$ cat config.mk
export PLATFORM = sky130hd
export DESIGN_NAME = sys_ctrl_regif
export DESIGN_NICKNAME = d
export VERILOG_FILES = /design/src/rtl/sys_ctrl_regif.sv
export SDC_FILE = /design/constraint.sdc
export NUM_CORES = 1
export LEC_CHECK = 0
export CELL_PAD_IN_SITES_DETAIL_PLACEMENT = 1
export CELL_PAD_IN_SITES_GLOBAL_PLACEMENT = 1
export CORE_ASPECT_RATIO = 1.25
export CORE_MARGIN = 10
export CORE_UTILIZATION = 31
export CTS_BUF_LIST = sky130_fd_sc_hd__clkbuf_16
export CTS_CLUSTER_SIZE = 20
export DETAILED_ROUTE_END_ITERATION = 10
export MAX_ROUTING_LAYER = met4
export PLACE_DENSITY = 0.82
export SYNTH_ARGS = -nofsm -noshare
export SYNTH_HDL_FRONTEND = slang
export SYNTH_SLANG_ARGS = --single-unit
$ cat constraint.sdc
create_clock -name CLK -period 1.75 [get_ports CLK]
set_clock_uncertainty 0.2 [all_clocks]
set_input_delay 0.35 -clock CLK [delete_from_list [all_inputs] [get_ports CLK]]
set_output_delay 0.35 -clock CLK [all_outputs]
set_load 0.03 [all_outputs]
$ cat src/rtl/sys_ctrl_regif.sv
// Command controller between the UART byte stream and the register file.
// Decodes AA/addr/data write frames and BB/addr read frames; read data goes back over TX.
module sys_ctrl_regif #(
  parameter int                 DATA_W     = 8,
  parameter int                 ADDR_W     = 4,
  parameter logic [DATA_W-1:0]  WR_CMD     = 8'hAA,
  parameter logic [DATA_W-1:0]  RD_CMD     = 8'hBB,
  parameter int                 RD_TIMEOUT = 8,
  parameter logic [DATA_W-1:0]  ERR_CODE   = 8'hEE
) (
  input  logic              CLK,
  input  logic              RST,
  input  logic [DATA_W-1:0] RX_P_DATA,
  input  logic              RX_D_VLD,
  output logic              WrEn,
  output logic              RdEn,
  output logic [ADDR_W-1:0] Address,
  output logic [DATA_W-1:0] WrData,
  input  logic [DATA_W-1:0] RdData,
  input  logic              RdData_valid,
  output logic [DATA_W-1:0] TX_P_DATA,
  output logic              TX_D_VLD,
  input  logic              TX_BUSY,
  output logic              CMD_ERR,
  output logic              CTRL_BUSY
);

  // state   | meaning
  // IDLE    | waiting for an opcode byte
  // WR_ADDR | write opcode seen, waiting for address byte
  // WR_DATA | write address latched, waiting for data byte
  // RD_ADDR | read opcode seen, waiting for address byte
  // RD_WAIT | RdEn issued, waiting for RdData_valid or timeout
  // TX_SEND | reply byte held until the transmitter is free
  typedef enum logic [2:0] {
    IDLE, WR_ADDR, WR_DATA, RD_ADDR, RD_WAIT, TX_SEND
  } state_t;

  localparam logic [7:0] TO_LAST = 8'(RD_TIMEOUT - 1);

  state_t     state;
  logic [7:0] cnt;
  logic       addr_bad;

  assign addr_bad = (RX_P_DATA[DATA_W-1:ADDR_W] != '0);

  // CTRL_BUSY is updated alongside every state change so it stays a flop output.
  always_ff @(posedge CLK) begin
    if (!RST) begin
      state     <= IDLE;
      cnt       <= '0;
      WrEn      <= 1'b0;
      RdEn      <= 1'b0;
      TX_D_VLD  <= 1'b0;
      CMD_ERR   <= 1'b0;
      CTRL_BUSY <= 1'b0;
      Address   <= '0;
      WrData    <= '0;
      TX_P_DATA <= '0;
    end else begin
      WrEn     <= 1'b0;
      RdEn     <= 1'b0;
      TX_D_VLD <= 1'b0;
      CMD_ERR  <= 1'b0;
      case (state)
        IDLE: begin
          if (RX_D_VLD) begin
            if (RX_P_DATA == WR_CMD) begin
              state     <= WR_ADDR;
              CTRL_BUSY <= 1'b1;
            end else if (RX_P_DATA == RD_CMD) begin
              state     <= RD_ADDR;
              CTRL_BUSY <= 1'b1;
            end else begin
              CMD_ERR <= 1'b1;
            end
          end
        end
        WR_ADDR: begin
          if (RX_D_VLD) begin
            if (addr_bad) begin
              CMD_ERR   <= 1'b1;
              state     <= IDLE;
              CTRL_BUSY <= 1'b0;
            end else begin
              Address <= RX_P_DATA[ADDR_W-1:0];
              state   <= WR_DATA;
            end
          end
        end
        WR_DATA: begin
          if (RX_D_VLD) begin
            WrData    <= RX_P_DATA;
            WrEn      <= 1'b1;
            state     <= IDLE;
            CTRL_BUSY <= 1'b0;
          end
        end
        RD_ADDR: begin
          if (RX_D_VLD) begin
            if (addr_bad) begin
              CMD_ERR   <= 1'b1;
              state     <= IDLE;
              CTRL_BUSY <= 1'b0;
            end else begin
              Address <= RX_P_DATA[ADDR_W-1:0];
              RdEn    <= 1'b1;
              cnt     <= '0;
              state   <= RD_WAIT;
            end
          end
        end
        RD_WAIT: begin
          if (RX_D_VLD) CMD_ERR <= 1'b1;
          cnt <= cnt + 8'd1;
          // valid takes priority over a coincident timeout
          if (RdData_valid) begin
            TX_P_DATA <= RdData;
            state     <= TX_SEND;
          end else if (cnt == TO_LAST) begin
            TX_P_DATA <= ERR_CODE;
            CMD_ERR   <= 1'b1;
            state     <= TX_SEND;
          end
        end
        TX_SEND: begin
          if (RX_D_VLD) CMD_ERR <= 1'b1;
          if (!TX_BUSY) begin
            TX_D_VLD  <= 1'b1;
            state     <= IDLE;
            CTRL_BUSY <= 1'b0;
          end
        end
        default: begin
          state     <= IDLE;
          CTRL_BUSY <= 1'b0;
        end
      endcase
    end
  end

endmodule

* Word-level counts from Yosys, hierarchy flattened
Cells that the tools add are included.
** Word-level totals
- Flip-flop bits (word level) :: 36
- Input bits :: 21
- Output and inout bits :: 25
- Word-level logic and storage cells :: 81
** Operators by class
- Add/sub/neg operators :: 1
- Eq/ne operators :: 18
- Multiplexer cells :: 36
- Bitwise logic cells :: 2
- Reductions and logical operators :: 14
** Operators with widths (number)
- $mux W8 :: 4
- $mux W3 :: 10
- $pmux W3 S6 :: 1
- $mux W1 :: 17
- $eq A8 B8 Y1 const B :: 2
- $pmux W8 S2 :: 1
- $reduce_and A7 Y1 :: 2
- $ne A2 B2 Y1 const B :: 6
- $reduce_and A3 Y1 :: 3
- $add A8 B1 Y8 const B :: 1
- $eq A8 B3 Y1 const B :: 1
- $reduce_and A2 Y1 :: 4
- $eq A3 B2 Y1 const B :: 2
- $eq A3 B3 Y1 const B :: 2
- $ne A3 B3 Y1 const B :: 2
- $pmux W1 S5 :: 1
- $ne A2 B1 Y1 const B :: 2
- $pmux W1 S4 :: 1
- $reduce_bool A2 Y1 :: 2
- $reduce_bool A4 Y1 :: 1
- $eq A3 B1 Y1 const B :: 1
- $logic_not A3 Y1 :: 1
- $mux W2 :: 1
- $not A1 Y1 :: 2
- $reduce_or A2 Y1 :: 1

* Depth between registers and ports, before layout
Gate-level depths: netlist of run 1.
- Depth in word-level cells :: 5
- Depth in mapped cells :: 6
- Depth with buffers taken out :: 5

* Worst setup path after synthesis of run 1
Ideal clock, no wire load.
- Path type :: input -> register
- Start point :: in RX_P_DATA[7]
- End point :: reg cnt[2]
- Library setup time :: 0.120 ns
- Arrival :: 1.528 ns
- Required time :: 1.430 ns
- Slack :: -0.098 ns
- Stages on the path :: 4
- Buffers on the path :: 0
- Cells stage by stage :: or4_2 -> o31a_1 -> o211ai_1 -> nand2_1
** On the way
- Word-level cells in the longest chain between the ends :: 3
** Ends and longest elaborated chain
- start, declared :: line 13 : input logic [DATA_W-1:0] RX_P_DATA,
- $reduce_bool A4 Y1 :: line 45 : assign addr_bad = (RX_P_DATA[DATA_W-1:ADDR_W] != '0);
- $ne A2 B2 Y1 (no source line)
- $reduce_and A3 Y1 (no source line)
- end signal, assigned :: line 115 : cnt <= cnt + 8'd1;
- end, declared :: line 42 : logic [7:0] cnt;
Every way passes these cells.
A chain may end at the register's enable or synchronous reset.

* Final worst setup path of run 1
- Start point :: reg state[0]
- End point :: reg CMD_ERR
** On the way
- Word-level cells in the longest chain between the ends :: 3
- Elaborated cells on any way between the ends :: 7
- Those cells by class :: 4 x eq/ne; 1 x mux; 2 x reduce/logical
** Ends and longest elaborated chain
- start, declared :: line 41 : state_t state;
- start signal, assigned :: line 50 : state <= IDLE;
- start signal, assigned :: line 69 : state <= WR_ADDR;
- start signal, assigned :: line 72 : state <= RD_ADDR;
- $eq A3 B2 Y1 / $eq A3 B1 Y1 (equally long branches) :: line 65 : case (state)
- $reduce_or A2 Y1 (no source line)
- $pmux W1 S4 * :: line 65
- end signal, assigned :: line 64 : CMD_ERR <= 1'b0;
- end signal, assigned :: line 75 : CMD_ERR <= 1'b1;
- end signal, assigned :: line 82 : CMD_ERR <= 1'b1;
- end, declared :: line 24 : output logic CMD_ERR,
Mark *: on every way between the ends. The rest lies on a longest branch, timed or not.

==> results.py, run 1 <==
metrics = {
    "route": {
        "drtPass1Iterations": 4,
        "wl_um": 7886,
        "ant_nets": 0,
        "routed-via-count": 1933,
        "drc": 0,
        "vias_per_cell": 5.571,
        "drtIter0Drc": 105,
        "wl_per_cell_um": 22.73,
    },
    "timing": {
        "fmax_mhz": 529.7,
        "grt_setup_unrepaired": "yes",
        "finalCritPeriodShare_pct": 107.9,
        "max_slew_margin_pct": 72.46,
        "fin_crit_ns": 1.888,
        "slew_violations": 0,
        "tightestPinTransition_ns": 0.4120,
        "fin_ws_ns": -0.1379,
        "setup_viol": 18,
        "finalSetupTns_ns": -1.401,
        "finalHoldViolCount": 0,
    },
    "floorplan": {
        "die_h_um": 100.8,
        "pin_count": 46,
        "dieArea_um2": 8537,
        "placementRows": 29,
        "core_area_um2": 5080,
        "start_util_pct": 31.90,
        "die_w_um": 84.67,
    },
    "min_path": {
        "hold_depth": 3,
        "worstHoldStart": "RX_P_DATA[7]",
        "hold_path_end": "WrData[7]",
        "hold_path.class": "primary input to register",
    },
    "clocking": {
        "cts_buffers": 5,
        "cts-root-buf": "clkbuf_16",
        "cts_tree": "yes",
        "htreeDepth": 2,
        "clockBufferDepth": 2,
        "holdBufCountCts": 0,
        "cts.clk_slew.worst_paths_ns": 0.05,
        "insertion_delay_ns": 0.28,
        "numClockSinks": 36,
    },
    "pwr": {
        "power_density_nw_per_um2": 746.5,
        "power_mw": 2.172,
        "max-vdd-ir-drop_uv": 569.2,
        "leakage_nw": 1.259,
    },
    "yosys": {
        "ys.warnings.count": 0,
        "async_flop_share_pct": 0,
        "ys_ff_latch": 36,
        "syn_area_per_cell_um2": 9.052,
        "ys.flop_type": "dfxtp_1",
        "yosysSeqAreaShare_pct": 44.48,
        "syn_inst": 179,
        "syn_area_um2": 1620,
        "ys_types": 44,
        "synth_edf_count": 0,
        "synth_nets": 201,
    },
    "global_route": {
        "grt_max_degree": 11,
        "grt_pass1_wl_um": 10820,
        "grt_overflow": 0,
        "grt_usage_pct": 16.17,
        "grt_pass1_vias": 2104,
        "antenna_found_initial": 0,
    },
    "place": {
        "placed_area_um2": 2465,
        "dpl.hpwl_um": 4521,
        "gp_congestion": 0.7921,
        "portBuffers": 45,
        "placed_cells": 323,
    },
    "worst_setup_path": {
        "crit_arrival_ns": 1.90,
        "rr_startpoint": "state[0]",
        "crit_required_ns": 1.77,
        "worstSetupPathType": "register to register",
        "rr_endpoint": "CMD_ERR",
        "end_kind": "register",
        "cp-start-kind": "register",
        "rr_worst_depth": 5,
        "cp_max_fo": 7,
        "r2r_slack_ns": -0.14,
    },
    "outcome": {
        "outcome": "finished, violations left",
        "failed_checks": "negative setup slack",
    },
    "layout": {
        "fin_nets": 306,
        "most-common-layout-cells": "buf_4 (53), dfxtp_1 (31), nand2_1 (27), dlygate4sd2_1 (27), a21oi_1 (15)",
        "final_cells": 347,
        "final_common_cell": "buf_4",
        "fin_area_um2": 2909,
        "drive_above_1_share_pct": 40.70,
        "n_antenna_cell": 0,
        "final_core_util_pct": 57.27,
        "area_delta_synth_final_pct": 79.54,
    },
    "run": {
        "drv_cap": 0,
    },
}
-- worst max-delay path by stage --
stage                     slack, ns    startpoint           end  cells past startpoint
after floorplan              0.0004  RX_P_DATA[6]        cnt[3]                      5
final                         -0.14      state[0]       CMD_ERR                      5
after global placement        -0.55  RX_P_DATA[7]        cnt[6]                      5
after CTS                     -0.06        cnt[3]  TX_P_DATA[5]                      4
after detailed placement      -0.63  RX_P_DATA[4]        cnt[6]                      6
after global routing          -0.17        cnt[3]      state[0]                      4
-- critical path: stages, from the launching register on --
cell	delay [ns]
dfxtp_4	0.38
buf_4	0.16
nor4b_2	0.43
nor4b_1	0.37
o21ai_0	0.14
nor2_1	0.13
-- cells in the mapped netlist, types with 2 or more instances --
| library cell | instances | area [um^2] |
|---|---|---|
| a21oi_1 | 17 | 85.08 |
| a31oi_1 | 2 | 12.51 |
| and3_1 | 2 | 12.51 |
| buf_2 | 3 | 15.01 |
| clkbuf_1 | 3 | 11.26 |
| dfxtp_1 | 36 | 720.7 |
| inv_1 | 2 | 7.510 |
| mux2i_1 | 7 | 70.07 |
| nand2_1 | 30 | 112.6 |
| nand3_1 | 7 | 35.03 |
| nand4b_1 | 2 | 17.52 |
| nor2_1 | 10 | 37.54 |
| nor3_1 | 3 | 15.01 |
| nor4b_1 | 2 | 17.52 |
| o211ai_1 | 2 | 15.01 |
| o21ai_0 | 6 | 30.03 |
| o221a_2 | 6 | 67.56 |
| o31a_1 | 3 | 26.28 |
| o31ai_1 | 3 | 22.52 |
| or2_2 | 2 | 12.51 |
| or3_1 | 3 | 18.77 |
| or4_1 | 6 | 45.04 |
-- through the flow --
stage	hold WS (ns)	worst slack, ns
after floorplan	0.2274	0.0003997
after global placement	0.2418	-0.5521
after detailed placement	0.2511	-0.6349
after CTS	0.1767	-0.05992
after global routing	0.2076	-0.1745
final	0.1771	-0.1379
-- report_power, final --
group | leakage (nW) | internal (mW) | switching, mW
clock network | 0.0738 | 0.512 | 0.328
logic | 0.892 | 0.218 | 0.246
registers | 0.293 | 0.842 | 0.0253
total | 1.26 | 1.57 | 0.600
-- cell families after synthesis --
group                    count (synthesis)  synth area share, %
buffers and inverters                   10                3.011
multiplexers                             7                4.324
adder cells (fa/ha/maj)                  1               0.7721
XOR/XNOR                                 1               0.5406
AO/OA/AOI/OAI                           46                20.54
flip-flops                              36                44.48
AND/OR/NAND/NOR                         78                26.33
-- flip-flops by register name, summed over array words and instances, names as in the netlist --
signal / cells
TX_P_DATA: 8
WrData: 8
cnt: 8
Address: 4
state: 3
CMD_ERR: 1
CTRL_BUSY: 1
RdEn: 1
TX_D_VLD: 1
WrEn: 1
-- routing by layer --
metal / global-route usage, % / vias to the layer above / part of all wire (%)
met1: 14.93 / 963 / 36
met4: 5.076 / 0 / 2.7
li1: - / 875 / -
met5: - / - / 0
met2: 30.19 / 72 / 55
met3: 5.906 / 23 / 6.1
-- area by class of cell --
| type | instances | area [um^2] |
|---|---|---|
| Clock buffer | 5 | 125.1 |
| Sequential cell | 36 | 732.0 |
| Clock inverter | 3 | 11.26 |
| Multi-Input combinational cell | 134 | 1081 |
| Timing Repair Buffer | 104 | 870.8 |
| Inverter | 3 | 11.26 |
| Tap cell | 62 | 77.57 |
| Fill cell | 554 | 2171 |
-- timing repair --
action	4_1_cts	5_1_grt
gates resized for setup	60	35
cloned	1	0
endpoints found under the setup margin	58	27
buffers inserted	8	7
pin swaps	15	15
(Power assumes the default switching activity.)
==> inputs of run 2 (changes only) <==
--- a/config.mk
+++ b/config.mk
@@ -11,7 +11,7 @@
 export CORE_MARGIN = 10
 export CORE_UTILIZATION = 31
 export CTS_BUF_LIST = sky130_fd_sc_hd__clkbuf_16
-export CTS_CLUSTER_SIZE = 20
+export CTS_CLUSTER_SIZE = 8
 export DETAILED_ROUTE_END_ITERATION = 10
 export MAX_ROUTING_LAYER = met4
 export PLACE_DENSITY = 0.82
==> results of run 2 <==
Same layout as run 1: the final DEF is identical, and so are final timing and power.
